--- src/rtl/data_memory_if.sv ---
// Bus bundle for the MEM-stage data memory: write/read strobes, shared address,
// write data and combinational read data.
interface data_memory_if #(
  parameter int DATA_WIDTH = 8,
  parameter int ADDR_WIDTH = 8
);
  logic                  memWrite;
  logic                  memRead;
  logic [ADDR_WIDTH-1:0] addr;
  logic [DATA_WIDTH-1:0] dataIn;
  logic [DATA_WIDTH-1:0] dataOut;

  modport master (
    output memWrite,
    output memRead,
    output addr,
    output dataIn,
    input  dataOut
  );

  modport slave (
    input  memWrite,
    input  memRead,
    input  addr,
    input  dataIn,
    output dataOut
  );
endinterface

--- src/rtl/data_memory.sv ---
// Single-port data memory: synchronous write, combinational read, async clear.
// Optional macro READ_GATE_EN forces dataOut to zero unless memRead is 1.
module data_memory #(
  parameter int DATA_WIDTH = 8,
  parameter int ADDR_WIDTH = 8,
  parameter int DEPTH      = 2 ** ADDR_WIDTH
) (
  input  logic                clk,
  input  logic                rst_n,
  data_memory_if.slave        bus
);

  localparam int IDX_WIDTH = (DEPTH > 1) ? $clog2(DEPTH) : 1;

  logic [DATA_WIDTH-1:0] mem [DEPTH];
  logic                  addr_ok;
  logic [IDX_WIDTH-1:0]  idx;
  logic [DATA_WIDTH-1:0] read_word;

  // Address decode: anything at or beyond DEPTH is neither written nor read.
  always_comb begin
    addr_ok = 1'b0;
    idx     = bus.addr[IDX_WIDTH-1:0];
    if (int'(bus.addr) < DEPTH) begin
      addr_ok = 1'b1;
    end else begin
      addr_ok = 1'b0;
    end
  end

  // Storage: reset clears every word at once; a write needs memWrite to be exactly 1.
  always_ff @(posedge clk or negedge rst_n) begin
    if (!rst_n) begin
      for (int i = 0; i < DEPTH; i++) begin
        mem[i] <= {DATA_WIDTH{1'b0}};
      end
    end else if ((bus.memWrite == 1'b1) && addr_ok) begin
      mem[idx] <= bus.dataIn;
    end
  end

  // Read path: no write-through bypass, so a same-cycle write shows only after the edge.
  always_comb begin
    read_word = {DATA_WIDTH{1'b0}};
`ifdef READ_GATE_EN
    if ((bus.memRead == 1'b1) && addr_ok) begin
      read_word = mem[idx];
    end else begin
      read_word = {DATA_WIDTH{1'b0}};
    end
`else
    if (addr_ok) begin
      read_word = mem[idx];
    end else begin
      read_word = {DATA_WIDTH{1'b0}};
    end
`endif
  end

`ifndef READ_GATE_EN
  logic unused_mem_read;
  assign unused_mem_read = bus.memRead;
`endif

  assign bus.dataOut = read_word;

endmodule

--- src/flat_wrapper.sv ---
// flat-port wrapper written by rule: the top's interface ports become plain ports
module data_memory_flat 
#(
  parameter int DATA_WIDTH = 8,
  parameter int ADDR_WIDTH = 8,
  parameter int DEPTH      = 2 ** ADDR_WIDTH
)
  (clk, rst_n, bus_memWrite, bus_memRead, bus_addr, bus_dataIn, bus_dataOut);
  data_memory_if #(.DATA_WIDTH(DATA_WIDTH), .ADDR_WIDTH(ADDR_WIDTH)) bus_i ();
  input  logic clk;
  input  logic rst_n;
  input wire logic [$bits(bus_i.memWrite)-1:0] bus_memWrite;
  input wire logic [$bits(bus_i.memRead)-1:0] bus_memRead;
  input wire logic [$bits(bus_i.addr)-1:0] bus_addr;
  input wire logic [$bits(bus_i.dataIn)-1:0] bus_dataIn;
  output wire logic [$bits(bus_i.dataOut)-1:0] bus_dataOut;
  assign bus_i.memWrite = bus_memWrite;
  assign bus_i.memRead = bus_memRead;
  assign bus_i.addr = bus_addr;
  assign bus_i.dataIn = bus_dataIn;
  assign bus_dataOut = bus_i.dataOut;
  data_memory #(.DATA_WIDTH(DATA_WIDTH), .ADDR_WIDTH(ADDR_WIDTH), .DEPTH(DEPTH)) u_core (.clk(clk), .rst_n(rst_n), .bus(bus_i));
endmodule
--- config.mk ---
export PLATFORM = sky130hd
export DESIGN_NAME = data_memory_flat
export DESIGN_NICKNAME = d
export VERILOG_FILES = /design/src/rtl/data_memory_if.sv /design/src/rtl/data_memory.sv /design/src/flat_wrapper.sv
export SDC_FILE = /design/constraint.sdc
export NUM_CORES = 2
export LEC_CHECK = 0
export CAP_MARGIN = 20
export CORE_MARGIN = 2
export CORE_UTILIZATION = 45
export DETAILED_ROUTE_END_ITERATION = 8
export PLACE_DENSITY = 0.6
export SYNTH_ARGS = -nofsm -noshare
export SYNTH_HDL_FRONTEND = slang
export SYNTH_SLANG_ARGS = --single-unit
--- constraint.sdc ---
create_clock -name clk -period 3.1 [get_ports clk]
set_input_delay 0.62 -clock clk [delete_from_list [all_inputs] [get_ports clk]]
set_output_delay 0.62 -clock clk [all_outputs]
set_load 0.01 [all_outputs]
==> results.json <==
{
  "grt.overflow.total": 0,
  "violations": "setup timing",
  "antenna_found_initial": 5,
  "final_layout_size_suffix_gt1_share_pct": 57.0,
  "yosysMostFrequentCell": "sky130_fd_sc_hd__dfrtp_1",
  "tritoncts_clock_tree": "built",
  "timing.critical_path.required_ns": 2.48,
  "initial_utilization_pct": 45.2,
  "placed_cells_incl_taps": 8915,
  "remaining_antenna_violation_count": 0,
  "rr_endpoint": "u_core.mem[1000]$_DFFE_PN0P_",
  "route.detailed.drc": 0,
  "post_synth_instance_area_mm2": 0.0924,
  "pin_count_of_the_biggest_net_entering_global_routing": 115,
  "r2r_cells": 1,
  "worst_setup_path_start_kind": "input pin",
  "final_cell_count_no_fill": 9392,
  "cts-buffers-inserted": 217,
  "endpoint_kind": "output pin",
  "synth_enable_flop_cells": 0,
  "top_level_ports": 28,
  "yosysSeqAreaShare_pct": 55.4,
  "report.final.slew_viol_count": 0,
  "finalWorstPathRequiredPeriod_ns": 4.14,
  "yosysUniqueCellTypes": 33,
  "hold_depth": 2,
  "dp_hpwl_um": 169000,
  "final_report_setup_violation_count": 8,
  "synth_top_area_share_pct": 55.4,
  "wire_length_of_the_first_global_routing_pass_um": 395000,
  "holdPathEnd": "u_core.mem[491]$_DFFE_PN0P_",
  "numClockSinks": 2048,
  "post_synth_arst_share_pct": 100,
  "rows": 166,
  "cts.clk_slew.worst_paths_ns": 0.06,
  "power_per_cell_area_mw_per_mm2": 529,
  "filler_cells": 16300,
  "hold_violations": 0,
  "max_cap_violations": 0,
  "synthesis.yosys.warnings": 0,
  "layout_worst_path_cycle_share_pct": 133,
  "worst-setup-path-type": "in2out",
  "post-route-worst-setup-slack_ns": -1.04,
  "finalNetCount": 6545,
  "finalClockSkew_ns": 0,
  "cell_count_after_synthesis": 5813,
  "total_routing_usage_gr_pct": 25.1,
  "worst-r2r-setup-slack_ns": 2.28,
  "post_drt_wl_per_cell_um": 27.8,
  "numPortBuffers": 26,
  "die_w_um": 457,
  "largest_register_ffs": 2048,
  "synth_seq_cells": 2048,
  "max-slew-margin-rel_pct": 37.5,
  "worst_ep_arrival_time_ns": 3.52,
  "clock.fmax_mhz": 242,
  "max_slew.worst_pin.slew_ns": 0.937,
  "mean_instance_size_in_the_synthesized_netlist_um2": 15.9,
  "leakagePower_uw": 0.0533,
  "critical_path.max_fanout": 11,
  "irDropWorstVdd_v": 0.000606,
  "syn_to_final_growth_pct": 22.4,
  "netlist.top_cell.by_area": "sky130_fd_sc_hd__dfrtp_1",
  "synthesis.nets": 5833,
  "drt-vias-per-instance": 5.86,
  "die_height_um": 457,
  "post_synth_most_frequent_cells": "2,048 x sky130_fd_sc_hd__dfrtp_1, 1,711 x sky130_fd_sc_hd__mux2_2, 512 x sky130_fd_sc_hd__mux4_2",
  "synth_area_leaders": "sky130_fd_sc_hd__dfrtp_1 55%, sky130_fd_sc_hd__mux2_2 21%, sky130_fd_sc_hd__mux4_2 12%",
  "min_from": "bus_dataIn[3]",
  "gpl.final_weighted_congestion": 0.812,
  "routed-via-count": 55100,
  "cts.root.buffer_cell": "sky130_fd_sc_hd__clkbuf_16",
  "reg.largest.list": "u_core.mem: 2048 flops",
  "hp-class": "in2reg",
  "synth-main-ff-cell": "sky130_fd_sc_hd__dfrtp_1",
  "core_region_area_mm2": 0.204,
  "power_uw": 59900,
  "top_reg_by_flops": "u_core.mem",
  "first_global_vias": 59000,
  "clock_path_buffers": 3,
  "first_iter_violations": 3831,
  "detail_route.first_pass.iterations": 7,
  "htree_levels": 4,
  "worstReg2RegStart": "u_core.mem[1000]$_DFFE_PN0P_",
  "rsz0062_at_grt": "yes",
  "dieArea_mm2": 0.209,
  "worstSkewPairLatency_ns": 0.86,
  "run_status": "finished, violations left",
  "wl_um": 261000
}
## worst max-delay path by stage
| stage | from | endpoint | slack [ns] | depth (start not counted) |
|---|---|---|---|---|
| after floorplan | bus_addr[1] | bus_dataOut[1] | -0.005 | 8 |
| after global routing | u_core.mem[1667]$_DFFE_PN0P_ | bus_dataOut[3] | -1.09 | 8 |
| after CTS | u_core.mem[1667]$_DFFE_PN0P_ | bus_dataOut[3] | -1.16 | 8 |
| final | bus_addr[0] | bus_dataOut[3] | -1.04 | 12 |
| after global placement | bus_addr[0] | bus_dataOut[3] | -2.52 | 11 |
| after detailed placement | bus_addr[0] | bus_dataOut[6] | -2.02 | 11 |
## metal layers
layer / wire length (µm) / global-route usage, % / part of all wire (%) / vias to the layer above
met4: 7630 / 7.23 / 2.9 / 0
met3: 11100 / 3.93 / 4.3 / 382
met5: 0 / 0 / 0 / -
li1: - / - / - / 23400
met2: 126000 / 40.8 / 48 / 1120
met1: 116000 / 35.2 / 44 / 30200
## through the flow
stage	utilization [%]	setup slack (ns)	setup TNS (ns)	instance area, µm²	hold slack [ns]
final	55.3	-1.04	-7.49	113000	0.262
after global routing	55.3	-1.09	-7.86	113000	0.241
after CTS	55.0	-1.16	-8.13	112000	0.207
after detailed placement	50.8	-2.02	-64.31	104000	0.474
after global placement	50.8	-2.52	-56.66	104000	0.462
after floorplan	-	-0.00512	-0.0386	92500	0.324
## final cells by class
class / instances / area [µm²] / share of cell area, %
Inverter: 1 / 3.75 / 0.00332
Sequential cell: 2048 / 51200 / 45.3
Clock inverter: 55 / 637 / 0.563
Antenna cell: 3 / 7.51 / 0.00664
Multi-Input combinational cell: 3313 / 40300 / 35.7
Timing Repair Buffer: 944 / 11100 / 9.79
Tap cell: 2688 / 3360 / 2.97
Clock buffer: 340 / 6430 / 5.69
## what timing repair did
action                                  CTS  global route
hold buffers                              1             0
pin swaps                                40            54
gates cloned                              9             3
hold endpoints to repair                 24             0
endpoints found under the setup margin    8             8
setup buffers                            37            35
resized for setup                       175           106
## critical path, stage by stage
cell	delay, ns
sky130_fd_sc_hd__buf_16	0.15
sky130_fd_sc_hd__buf_16	0.18
sky130_fd_sc_hd__buf_16	0.17
sky130_fd_sc_hd__buf_6	0.15
sky130_fd_sc_hd__mux4_2	0.51
sky130_fd_sc_hd__a22oi_2	0.22
sky130_fd_sc_hd__a21oi_2	0.10
sky130_fd_sc_hd__o41ai_4	0.62
sky130_fd_sc_hd__buf_4	0.21
sky130_fd_sc_hd__nand4_1	0.20
sky130_fd_sc_hd__buf_4	0.23
sky130_fd_sc_hd__buf_6	0.11
## power breakdown
part	leakage [µW]	total [µW]	switching [µW]	internal, µW
Combinational	0.0216	5340	2750	2600
Sequential	0.0282	28600	633	28000
Clock	0.00347	25900	11000	14900
Total	0.0533	59900	14400	45500
## cells by family (layout without fill, tap and decap cells)
| logic type | after synthesis | in the layout | share of synthesized area, % |
|---|---|---|---|
| AOI/OAI and AO/OA | 416 | 416 | 3.08 |
| buffers and inverters | 452 | 1340 | 2.10 |
| DFF | 2048 | 2048 | 55.4 |
| muxes | 2560 | 2560 | 37.4 |
| other | 0 | 3 | 0 |
| and+or+nand+nor | 337 | 337 | 1.96 |
## cell usage in the layout (no fill, tap or decap), types with 15 or more instances in the layout
cell                        instances
sky130_fd_sc_hd__dfrtp_1         2048
sky130_fd_sc_hd__mux2_2          1711
sky130_fd_sc_hd__buf_4            604
sky130_fd_sc_hd__mux4_2           512
sky130_fd_sc_hd__mux2_1           337
sky130_fd_sc_hd__buf_12           256
sky130_fd_sc_hd__clkbuf_16        221
sky130_fd_sc_hd__a22oi_1          172
sky130_fd_sc_hd__nor2_2           105
sky130_fd_sc_hd__a22oi_2           84
sky130_fd_sc_hd__a21oi_1           82
sky130_fd_sc_hd__nand2_1           76
sky130_fd_sc_hd__clkbuf_1          70
sky130_fd_sc_hd__nor2_1            60
sky130_fd_sc_hd__clkbuf_8          52
sky130_fd_sc_hd__a21oi_2           41
sky130_fd_sc_hd__nand2_2           41
sky130_fd_sc_hd__clkinv_2          27
sky130_fd_sc_hd__buf_6             27
sky130_fd_sc_hd__buf_16            21
sky130_fd_sc_hd__buf_8             17
sky130_fd_sc_hd__o41ai_2           15
Note: power is estimated with default switching activity, not from simulation.
